## src/rtl/isa_pkg.sv

```systemverilog
// Shared ISA definitions: instruction type codes, J-type functions, field positions,
// register names and the fetch-stage state encoding.
package isa_pkg;

    typedef enum logic [1:0] {
        TYPE_R = 2'b00,
        TYPE_I = 2'b01,
        TYPE_J = 2'b10,
        TYPE_S = 2'b11
    } inst_type_t;

    localparam logic [4:0] FN_JMP  = 5'd0;
    localparam logic [4:0] FN_CALL = 5'd1;
    localparam logic [4:0] FN_RET  = 5'd2;

    localparam int FUNC_MSB  = 31;
    localparam int FUNC_LSB  = 27;
    localparam int IMM_MSB   = 26;
    localparam int IMM_LSB   = 3;
    localparam int TYPE_MSB  = 2;
    localparam int TYPE_LSB  = 1;
    localparam int STOP_BIT  = 0;
    localparam int IMM_WIDTH = IMM_MSB - IMM_LSB + 1;

    typedef enum logic [4:0] {
        R0,  R1,  R2,  R3,  R4,  R5,  R6,  R7,
        R8,  R9,  R10, R11, R12, R13, R14, R15,
        R16, R17, R18, R19, R20, R21, R22, R23,
        R24, R25, R26, R27, R28, R29, R30, R31
    } reg_name_t;

    typedef enum logic {
        RUN  = 1'b0,
        HALT = 1'b1
    } fetch_state_t;

endpackage

```

## src/rtl/instruction_fetch_stage_if.sv

```systemverilog
// Control, memory and IF/ID signals of the fetch stage; master is the fetch stage,
// slave is its environment (hazard unit, execute, instruction memory, decode).
interface instruction_fetch_stage_if #(
    parameter int ADDR_WIDTH = 32
);
    import isa_pkg::*;

    logic                  stall;
    logic                  redirect_valid;
    logic [ADDR_WIDTH-1:0] redirect_target;
    logic [31:0]           instruction;
    logic [ADDR_WIDTH-1:0] address;
    logic [31:0]           if_id_instruction;
    logic [ADDR_WIDTH-1:0] if_id_pc;
    logic                  if_id_valid;
    logic                  halted;
    logic                  stack_error;

    modport master (
        input  stall, redirect_valid, redirect_target, instruction,
        output address, if_id_instruction, if_id_pc, if_id_valid, halted, stack_error
    );

    modport slave (
        output stall, redirect_valid, redirect_target, instruction,
        input  address, if_id_instruction, if_id_pc, if_id_valid, halted, stack_error
    );

endinterface

```

## src/rtl/return_address_stack.sv

```systemverilog
// Return-address stack: push writes at sp, pop decrements sp, top is the last pushed entry.
// Overflowing pushes and underflowing pops are ignored; the caller flags them.
module return_address_stack
    import isa_pkg::*;
#(
    parameter int DEPTH = 8,
    parameter int WIDTH = 32
) (
    input  logic             clock,
    input  logic             reset,
    input  logic             push,
    input  logic             pop,
    input  logic [WIDTH-1:0] data,
    output logic [WIDTH-1:0] top,
    output logic             full,
    output logic             empty
);
    localparam int PTR_W = $clog2(DEPTH + 1);
    localparam int IDX_W = (DEPTH > 1) ? $clog2(DEPTH) : 1;

    logic [WIDTH-1:0] mem [DEPTH];
    logic [PTR_W-1:0] sp;
    logic [PTR_W-1:0] sp_dec;

    assign full   = (sp == PTR_W'(DEPTH));
    assign empty  = (sp == '0);
    assign sp_dec = sp - PTR_W'(1);
    assign top    = mem[IDX_W'(sp_dec)];

    always_ff @(posedge clock) begin
        if (reset) begin
            sp <= '0;
        end else if (push && !full) begin
            sp <= sp + PTR_W'(1);
        end else if (pop && !empty) begin
            sp <= sp_dec;
        end
    end

    // NOTE: the storage array has no reset; only sp decides which entries are live.
    always_ff @(posedge clock) begin
        if (push && !full) begin
            mem[IDX_W'(sp)] <= data;
        end
    end

endmodule

```

## src/rtl/instruction_fetch_stage.sv

```systemverilog
// Fetch stage: owns the PC, resolves JMP/CALL/RET in fetch, honours the Stop bit
// and registers non-control-flow words into the IF/ID register.
module instruction_fetch_stage
    import isa_pkg::*;
#(
    parameter int                    ADDR_WIDTH  = 32,
    parameter int                    STACK_DEPTH = 8,
    parameter logic [ADDR_WIDTH-1:0] RESET_PC    = '0
) (
    input  logic                       clock,
    input  logic                       reset,
    instruction_fetch_stage_if.master  bus
);
    fetch_state_t          state, state_next;
    logic [ADDR_WIDTH-1:0] pc, pc_next, pc_plus_one, jump_target, offset;
    logic [31:0]           ifid_instr, ifid_instr_next;
    logic [ADDR_WIDTH-1:0] ifid_pc, ifid_pc_next;
    logic                  ifid_valid, ifid_valid_next;
    logic                  error_q, error_next;
    logic                  push, pop;
    logic                  stack_full, stack_empty;
    logic [ADDR_WIDTH-1:0] stack_top;

    inst_type_t            itype;
    logic [4:0]            func;
    logic [IMM_WIDTH-1:0]  imm;
    logic                  stop;

    assign itype = inst_type_t'(bus.instruction[TYPE_MSB:TYPE_LSB]);
    assign func  = bus.instruction[FUNC_MSB:FUNC_LSB];
    assign imm   = bus.instruction[IMM_MSB:IMM_LSB];
    assign stop  = bus.instruction[STOP_BIT];

    // Jumps are relative to the jump's own PC; wrap-around is silent.
    assign offset      = {{(ADDR_WIDTH-IMM_WIDTH){imm[IMM_WIDTH-1]}}, imm};
    assign jump_target = pc + offset;
    assign pc_plus_one = pc + ADDR_WIDTH'(1);

    return_address_stack #(
        .DEPTH (STACK_DEPTH),
        .WIDTH (ADDR_WIDTH)
    ) u_ras (
        .clock (clock),
        .reset (reset),
        .push  (push),
        .pop   (pop),
        .data  (pc_plus_one),
        .top   (stack_top),
        .full  (stack_full),
        .empty (stack_empty)
    );

    // NOTE: every output of this block gets a default first, so no path can infer a latch.
    always_comb begin
        state_next      = state;
        pc_next         = pc;
        ifid_instr_next = ifid_instr;
        ifid_pc_next    = ifid_pc;
        ifid_valid_next = ifid_valid;
        error_next      = error_q;
        push            = 1'b0;
        pop             = 1'b0;
        case (state)
            HALT: ifid_valid_next = 1'b0;
            default: begin
                if (bus.redirect_valid) begin
                    pc_next         = bus.redirect_target;
                    ifid_valid_next = 1'b0;
                end else if (!bus.stall) begin
                    if (itype == TYPE_J) begin
                        ifid_valid_next = 1'b0;
                        pc_next         = pc_plus_one;
                        case (func)
                            FN_JMP: pc_next = jump_target;
                            FN_CALL: begin
                                pc_next = jump_target;
                                push    = !stack_full;
                                if (stack_full) error_next = 1'b1;
                            end
                            FN_RET: begin
                                if (stack_empty) begin
                                    error_next = 1'b1;
                                end else begin
                                    pop     = 1'b1;
                                    pc_next = stack_top;
                                end
                            end
                            default: ;
                        endcase
                    end else begin
                        ifid_instr_next = bus.instruction;
                        ifid_pc_next    = pc;
                        ifid_valid_next = 1'b1;
                        pc_next         = pc_plus_one;
                    end
                    if (stop) state_next = HALT;
                end
            end
        endcase
    end

    // NOTE: sequential state uses non-blocking assignments so all registers update together.
    always_ff @(posedge clock) begin
        if (reset) begin
            state      <= RUN;
            pc         <= RESET_PC;
            ifid_instr <= '0;
            ifid_pc    <= '0;
            ifid_valid <= 1'b0;
            error_q    <= 1'b0;
        end else begin
            state      <= state_next;
            pc         <= pc_next;
            ifid_instr <= ifid_instr_next;
            ifid_pc    <= ifid_pc_next;
            ifid_valid <= ifid_valid_next;
            error_q    <= error_next;
        end
    end

    assign bus.address           = pc;
    assign bus.if_id_instruction = ifid_instr;
    assign bus.if_id_pc          = ifid_pc;
    assign bus.if_id_valid       = ifid_valid;
    assign bus.halted            = (state == HALT);
    assign bus.stack_error       = error_q;

endmodule

```

## src/flat_wrapper.sv

```systemverilog
// flat-port wrapper written by rule: the top's interface ports become plain ports
module instruction_fetch_stage_flat import isa_pkg::*;
#(
    parameter int                    ADDR_WIDTH  = 32,
    parameter int                    STACK_DEPTH = 8,
    parameter logic [ADDR_WIDTH-1:0] RESET_PC    = '0
)
  (clock, reset, bus_stall, bus_redirect_valid, bus_redirect_target, bus_instruction, bus_address, bus_if_id_instruction, bus_if_id_pc, bus_if_id_valid, bus_halted, bus_stack_error);
  instruction_fetch_stage_if #(.ADDR_WIDTH(ADDR_WIDTH)) bus_i ();
  input  logic clock;
  input  logic reset;
  input wire logic [$bits(bus_i.stall)-1:0] bus_stall;
  input wire logic [$bits(bus_i.redirect_valid)-1:0] bus_redirect_valid;
  input wire logic [$bits(bus_i.redirect_target)-1:0] bus_redirect_target;
  input wire logic [$bits(bus_i.instruction)-1:0] bus_instruction;
  output wire logic [$bits(bus_i.address)-1:0] bus_address;
  output wire logic [$bits(bus_i.if_id_instruction)-1:0] bus_if_id_instruction;
  output wire logic [$bits(bus_i.if_id_pc)-1:0] bus_if_id_pc;
  output wire logic [$bits(bus_i.if_id_valid)-1:0] bus_if_id_valid;
  output wire logic [$bits(bus_i.halted)-1:0] bus_halted;
  output wire logic [$bits(bus_i.stack_error)-1:0] bus_stack_error;
  assign bus_i.stall = bus_stall;
  assign bus_i.redirect_valid = bus_redirect_valid;
  assign bus_i.redirect_target = bus_redirect_target;
  assign bus_i.instruction = bus_instruction;
  assign bus_address = bus_i.address;
  assign bus_if_id_instruction = bus_i.if_id_instruction;
  assign bus_if_id_pc = bus_i.if_id_pc;
  assign bus_if_id_valid = bus_i.if_id_valid;
  assign bus_halted = bus_i.halted;
  assign bus_stack_error = bus_i.stack_error;
  instruction_fetch_stage #(.ADDR_WIDTH(ADDR_WIDTH), .STACK_DEPTH(STACK_DEPTH), .RESET_PC(RESET_PC)) u_core (.clock(clock), .reset(reset), .bus(bus_i));
endmodule
```

## config.mk

```make
export PLATFORM = sky130hd
export DESIGN_NAME = instruction_fetch_stage_flat
export DESIGN_NICKNAME = d
export VERILOG_FILES = /design/src/rtl/isa_pkg.sv /design/src/rtl/instruction_fetch_stage_if.sv /design/src/rtl/return_address_stack.sv /design/src/rtl/instruction_fetch_stage.sv /design/src/flat_wrapper.sv
export SDC_FILE = /design/constraint.sdc
export NUM_CORES = 1
export LEC_CHECK = 0
export BUFFER_PORTS_ARGS = -buffer_cell sky130_fd_sc_hd__buf_2
export CORE_AREA = 2 2 206 208
export CTS_BUF_LIST = sky130_fd_sc_hd__clkbuf_4 sky130_fd_sc_hd__clkbuf_8 sky130_fd_sc_hd__clkbuf_16
export DETAILED_ROUTE_END_ITERATION = 8
export DIE_AREA = 0 0 208 210
export PLACE_DENSITY = 0.59
export SETUP_SLACK_MARGIN = 0.5
export SLEW_MARGIN = 20
export SYNTH_ARGS = -nofsm -noshare
export SYNTH_HDL_FRONTEND = slang
export SYNTH_SLANG_ARGS = --single-unit
```

## constraint.sdc

```tcl
create_clock -name clock -period 14.74 [get_ports clock]
set_input_delay 2.948 -clock clock [delete_from_list [all_inputs] [get_ports clock]]
set_output_delay 2.948 -clock clock [all_outputs]
set_load 0.005 [all_outputs]
```

Word-level counts from Yosys, hierarchy flattened
Memory sizes are Yosys's and may differ from the RTL's.
Index checks and enable logic that the tools add are counted.
{"block": "word_totals", "out_inout_bits": 99, "wordCells": 64, "reg_bits": 103, "n_memories": 1, "ramBits": 256, "in_bits": 68}
{"memory": "u_core.u_ras.mem", "depth": 8, "width": 32, "read_ports": 1, "rd_clocked_by_memory_dff": 0, "write_ports": 1, "line": "return_address_stack.sv:21", "rtl": "logic [WIDTH-1:0] mem [DEPTH];"}
{"block": "op_classes", "n_eq_ne": 7, "mux": 28, "add_sub_neg": 4, "bitwise": 4, "n_reduce_logical": 13}
{"op": "two-way mux 32 bit", "n": 4}
{"op": "case mux 32 bit (2 select lines)", "n": 1}
{"op": "adder 32 x 1 -> 32 bit (second input constant)", "n": 1}
{"op": "adder 32 bit", "n": 1}
{"op": "two-way mux 1 bit", "n": 20}
{"op": "two-way mux 4 bit", "n": 2}
{"op": "AND reduction 7 bit", "n": 1}
{"op": "equality test 5 x 1 -> 1 bit (second input constant)", "n": 1}
{"op": "equality test 5 x 2 -> 1 bit (second input constant)", "n": 1}
{"op": "logical NOT 5 bit", "n": 1}
{"op": "adder 4 x 1 -> 4 bit (second input constant)", "n": 1}
{"op": "equality test 4 bit (second input constant)", "n": 1}
{"op": "logical NOT 4 bit", "n": 1}
{"op": "!= test 2 x 1 -> 1 bit (second input constant)", "n": 2}
{"op": "NOT 1 bit", "n": 4}
{"op": "AND reduction 4 bit", "n": 1}
{"op": "nonzero test 2 bit", "n": 2}
{"op": "subtractor 4 x 1 -> 4 bit (second input constant)", "n": 1}
{"op": "OR reduction 3 bit", "n": 1}
{"op": "equality test 2 bit (second input constant)", "n": 1}
{"op": "logical AND 1 bit", "n": 2}
{"op": "logical NOT 1 bit", "n": 2}
{"op": "!= test 2 bit (second input constant)", "n": 1}
{"op": "case mux 1 bit (2 select lines)", "n": 1}
{"op": "2 further kinds", "n": 2}

Longest topological paths before layout
{"block": "depth", "ltp_word": 10, "depth_mapped": 15, "depth_no_buf": 12}

Cells and area by module
A second synthesis with hierarchy kept.
{"block": "hier_totals", "cells_unflattened": 1317, "hier_area_um2": 16661.0}
{"module": "return_address_stack", "instances": 1, "area_per_inst_um2": 10003.3, "seq_area_each_um2": 7767.4, "cells_per_inst": 428}
{"module": "instruction_fetch_stage", "instances": 1, "area_per_inst_um2": 6657.6, "seq_area_each_um2": 1981.9, "cells_per_inst": 889}

Worst setup path before layout
Ideal clock, no wire load.
{"block": "synth_timing", "kind": "input -> register", "from": "in bus_instruction[31]", "to": "mem u_core.u_ras.mem[1][0], enable pin", "required_ps": 14279, "path_slack_ps": 7645, "n_path_buf": 0, "t_arrival_ps": 6634, "stages": 5, "setup_ps": 461, "cell_sequence": "nor4_1 nand2_1 a31oi_1 nand4_1 nor3_1"}
{"block": "synth_between", "elab_chain_len": 9}
{"item": "start: declaration", "line": "flat_wrapper.sv:15", "rtl": "input wire logic [$bits(bus_i.instruction)-1:0] bus_instruction;"}
{"item": "equality test 5 x 1 -> 1 bit", "line": "instruction_fetch_stage.sv:73", "rtl": "case (func)"}
{"item": "two-way mux 1 bit", "line": "instruction_fetch_stage.sv:73"}
{"item": "two-way mux 1 bit", "line": "instruction_fetch_stage.sv:70", "rtl": "if (itype == TYPE_J) begin"}
{"item": "two-way mux 1 bit", "line": "instruction_fetch_stage.sv:69", "rtl": "end else if (!bus.stall) begin"}
{"item": "two-way mux 1 bit", "line": "instruction_fetch_stage.sv:66", "rtl": "if (bus.redirect_valid) begin"}
{"item": "two-way mux 1 bit", "line": "instruction_fetch_stage.sv:63", "rtl": "case (state)"}
{"item": "logical AND 1 bit", "line": "return_address_stack.sv:42", "rtl": "if (push && !full) begin"}
{"item": "two-way mux 1 bit", "line": "return_address_stack.sv:42"}
{"item": "two-way mux 1 bit (implied by the code)", "line": "return_address_stack.sv:43", "rtl": "mem[IDX_W'(sp)] <= data;"}
{"item": "end: declaration", "line": "return_address_stack.sv:21"}
Every way passes these cells.

Final worst setup path
{"block": "layout_timing", "from": "in bus_instruction[31]", "to": "mem u_core.u_ras.mem[1][9], enable pin"}
Same word-level chain as after synthesis.

==> flow_summary_export.csv <==
group,metric,value,unit
cells_and_area,fin_util,0.464,
global_routing,grt_pass1_wl,67.9,mm
cells_and_area,final_cell_mix,"edfxtp_1 (256), nand2_1 (179), buf_2 (165)",
setup_path,required,14.91,ns
setup_path,timing.critical_path.mode_cell,"buf_4",
synthesis,synthXorXnorAreaFrac,0.0294,
cells_and_area,layout_commonest_cell,"edfxtp_1",
timing,setup_tns,0,ns
synthesis,synth-compound-area-share,0.108,
setup_path,cp-end-kind,"register",
power_and_ir_drop,pwr_density_cell,122,nW/um^2
synthesis,yosysWarnings,0,
clock_network,cts_buffer_depth,3,
setup_path,start_kind,"primary input",
synthesis,yosysUniqueCellTypes,66,
timing,worstMarginPinSlew,1.03,ns
synthesis,synth_edf_count,256,
setup_path,crit_type,"in2reg",
power_and_ir_drop,ir_drop,0.0895,mV
synthesis,async_flop_share,0,
die,coreArea,41500,um^2
clock_network,cts.sinks,359,
route,routed_via_density,5.63,
synthesis,yosys.area_share.adder,0.0272,
clock_network,cts_max_level,2,
clock_network,cts_setup_buffers,0,
timing,clock_skew,0.0244,ns
cells_and_area,fill_cells,3789,
setup_path,slowest_delay,0.64,ns
clock_network,root_buffer,"clkbuf_16",
clock_network,clock_latency,0.55,ns
die,die_w,208,um
global_routing,antenna_found_initial,1,
synthesis,syn_nets,1403,
clock_network,post_cts_resize_count,0,
timing,slew_headroom,0.310,
route,routed_wl,44.2,mm
timing,rsz0062_at_grt,"no",
die,die-area,43700,um^2
synthesis,synth-simple-area-share,0.103,
place,dpl.hpwl,29.8,mm
route,drtIter0Drc,933,
timing,maxSlewViolCount,0,
die,die_y,210,um
synthesis,synth-seq-cells,359,
timing,finalSetupViolations,0,
route,remaining_drc_errors,0,
global_routing,gr-total-overflow,0,
synthesis,synthesis.area,16400,um^2
timing,fin_crit_sh,0.392,
die,start_util,0.395,
route,dr.pass1.iters,5,
synthesis,synth_flop_cell,"edfxtp_1",
route,routedWlPerCell,21.8,um
global_routing,grt_max_degree,88,
run,maxCapViolations,0,
synthesis,ys_seq_area_frac,0.596,
power_and_ir_drop,leakagePower,6.99,nW
clock_network,hold_buffers,0,
setup_path,worst_path_max_delay_cell,"nor3_2",
timing,fmax,173,MHz
hold_path,worstHoldPathType,"reg2reg",
setup_path,regToRegSetupSlack,10.49,ns
cells_and_area,post_route_cells_drive_above_1_share,0.240,
clock_network,clkTransAtPathRegs,0.06,ns
clock_network,cts_tree,"yes",
die,io_pins,167,
synthesis,syn_inst,1300,
synthesis,synth_top_family_by_area,"multiplexers",
place,io_buffer_count,166,
clock_network,cts_made_buffers,38,
outcome,status,"complete, no violations",
global_routing,grt_pass1_vias,11400,
route,via_count,11400,
setup_path,crit_arrival,5.94,ns
timing,finalHoldViolations,0,
synthesis,synth.avg_cell_area,12.6,um^2
global_routing,grt_use_total,0.201,
setup_path,crit_family,"simple AND/OR/NAND/NOR gates",
route,ant_nets,0,
timing,min_period,5.77,ns
place,finalWeightedCongestion,0.876,
die,row_count,75,
cells_and_area,syn_to_final_growth,17.6,%
synthesis,synthMuxAreaShare,0.114,
cells_and_area,layout.nets,1554,
setup_path,worstPathCellList,"buf_2 -> nor4_1 -> buf_4 -> nand2_1 -> a31oi_1 -> nand4_1 -> nor3_2 -> buf_4",
setup_path,path_max_fanout,26,
setup_path,cp_num_buf_inv,3,
[state kept, by name (all words and copies together), names as in the netlist]
name,cells
u_core.u_ras.mem,256
u_core.bus.if_id_valid,1
u_core.bus.halted,1
u_core.bus.if_id_instruction,32
u_core.u_ras.sp,4
u_core.bus.if_id_pc,32
u_core.bus.stack_error,1
u_core.bus.address,32
[synthesized netlist by cell type (20+ instances only)]
cell | count | area, um^2
a21oi_1 | 120 | 601
clkbuf_1 | 66 | 248
dfxtp_1 | 103 | 2060
edfxtp_1 | 256 | 7690
ha_1 | 34 | 425
mux2i_1 | 34 | 340
mux4_2 | 64 | 1440
nand2_1 | 180 | 676
nand3_1 | 26 | 130
nor2_1 | 65 | 244
nor3_1 | 27 | 135
o21ai_0 | 50 | 250
xnor2_1 | 35 | 307
xor2_1 | 20 | 175
[worst register-to-register path: stages (launching register included)]
cell and delay, ns:
dfxtp_4 0.33, buf_4 0.64, inv_1 0.17, ha_2 0.77, buf_4 0.68, mux4_2 0.39
mux2i_1 0.09, a211oi_1 0.31, a21oi_1 0.08, o31ai_1 0.27, a21oi_1 0.06, a2111oi_0 0.32
[cells by family after synthesis]
kind of cell | Yosys count
xor+xnor | 55
buf+inv | 97
mux | 106
simple gates | 371
fa+ha+maj | 35
flops | 359
compound gates | 277
[layer usage]
| layer | track usage | vias to the layer above | share of wire |
|---|---|---|---|
| li1 | - | 5247 | - |
| met1 | 0.277 | 5677 | 0.44 |
| met2 | 0.335 | 383 | 0.48 |
| met3 | 0.0270 | 81 | 0.051 |
| met4 | 0.0602 | 0 | 0.027 |
| met5 | 0 | - | 0 |
[area by class of cell]
cell class                 instances  area [um^2]  share of cell area
timing repair buffer             191         1090              0.0564
antenna                            2         5.00            0.000260
inverter                          17         63.8             0.00332
clock inverter                    18          201              0.0105
multi-input combinational        844         6350               0.330
tap                              539          674              0.0350
clock buffer                      52         1110              0.0577
sequential                       359         9750               0.507
[worst paths after layout]
check,from,end,depth (start not counted)
min reg2reg,u_core.bus.if_id_instruction[12],u_core.bus.if_id_instruction[12],2
max,bus_instruction[31],u_core.u_ras.mem[1][9],8
max reg2reg,u_core.u_ras.sp[0],u_core.bus.address[9],11
min,u_core.bus.if_id_instruction[12],u_core.bus.if_id_instruction[12],2
[stage by stage]
stage          hold slack (ns)  total power [mW]  worst slack (ns)  instance area [um^2]  instances
2_1_floorplan            0.453              1.28              7.65                 16400       1300
3_3_place_gp             0.439              1.36              8.51                 17800       1946
3_5_place_dp             0.444              1.36              8.42                 17900       1948
4_1_cts                  0.452              2.36              8.95                 19200       2018
5_1_grt                  0.464              2.43              8.71                 19200       2021
6_report                 0.450              2.34              8.97                 19200       2022
[where the power goes]
| group | internal [mW] | switching, mW | total (mW) |
|---|---|---|---|
| registers | 1.10 | 0.0268 | 1.13 |
| clock network | 0.601 | 0.396 | 0.996 |
| logic | 0.0804 | 0.135 | 0.215 |
(Power assumes the default switching activity.)
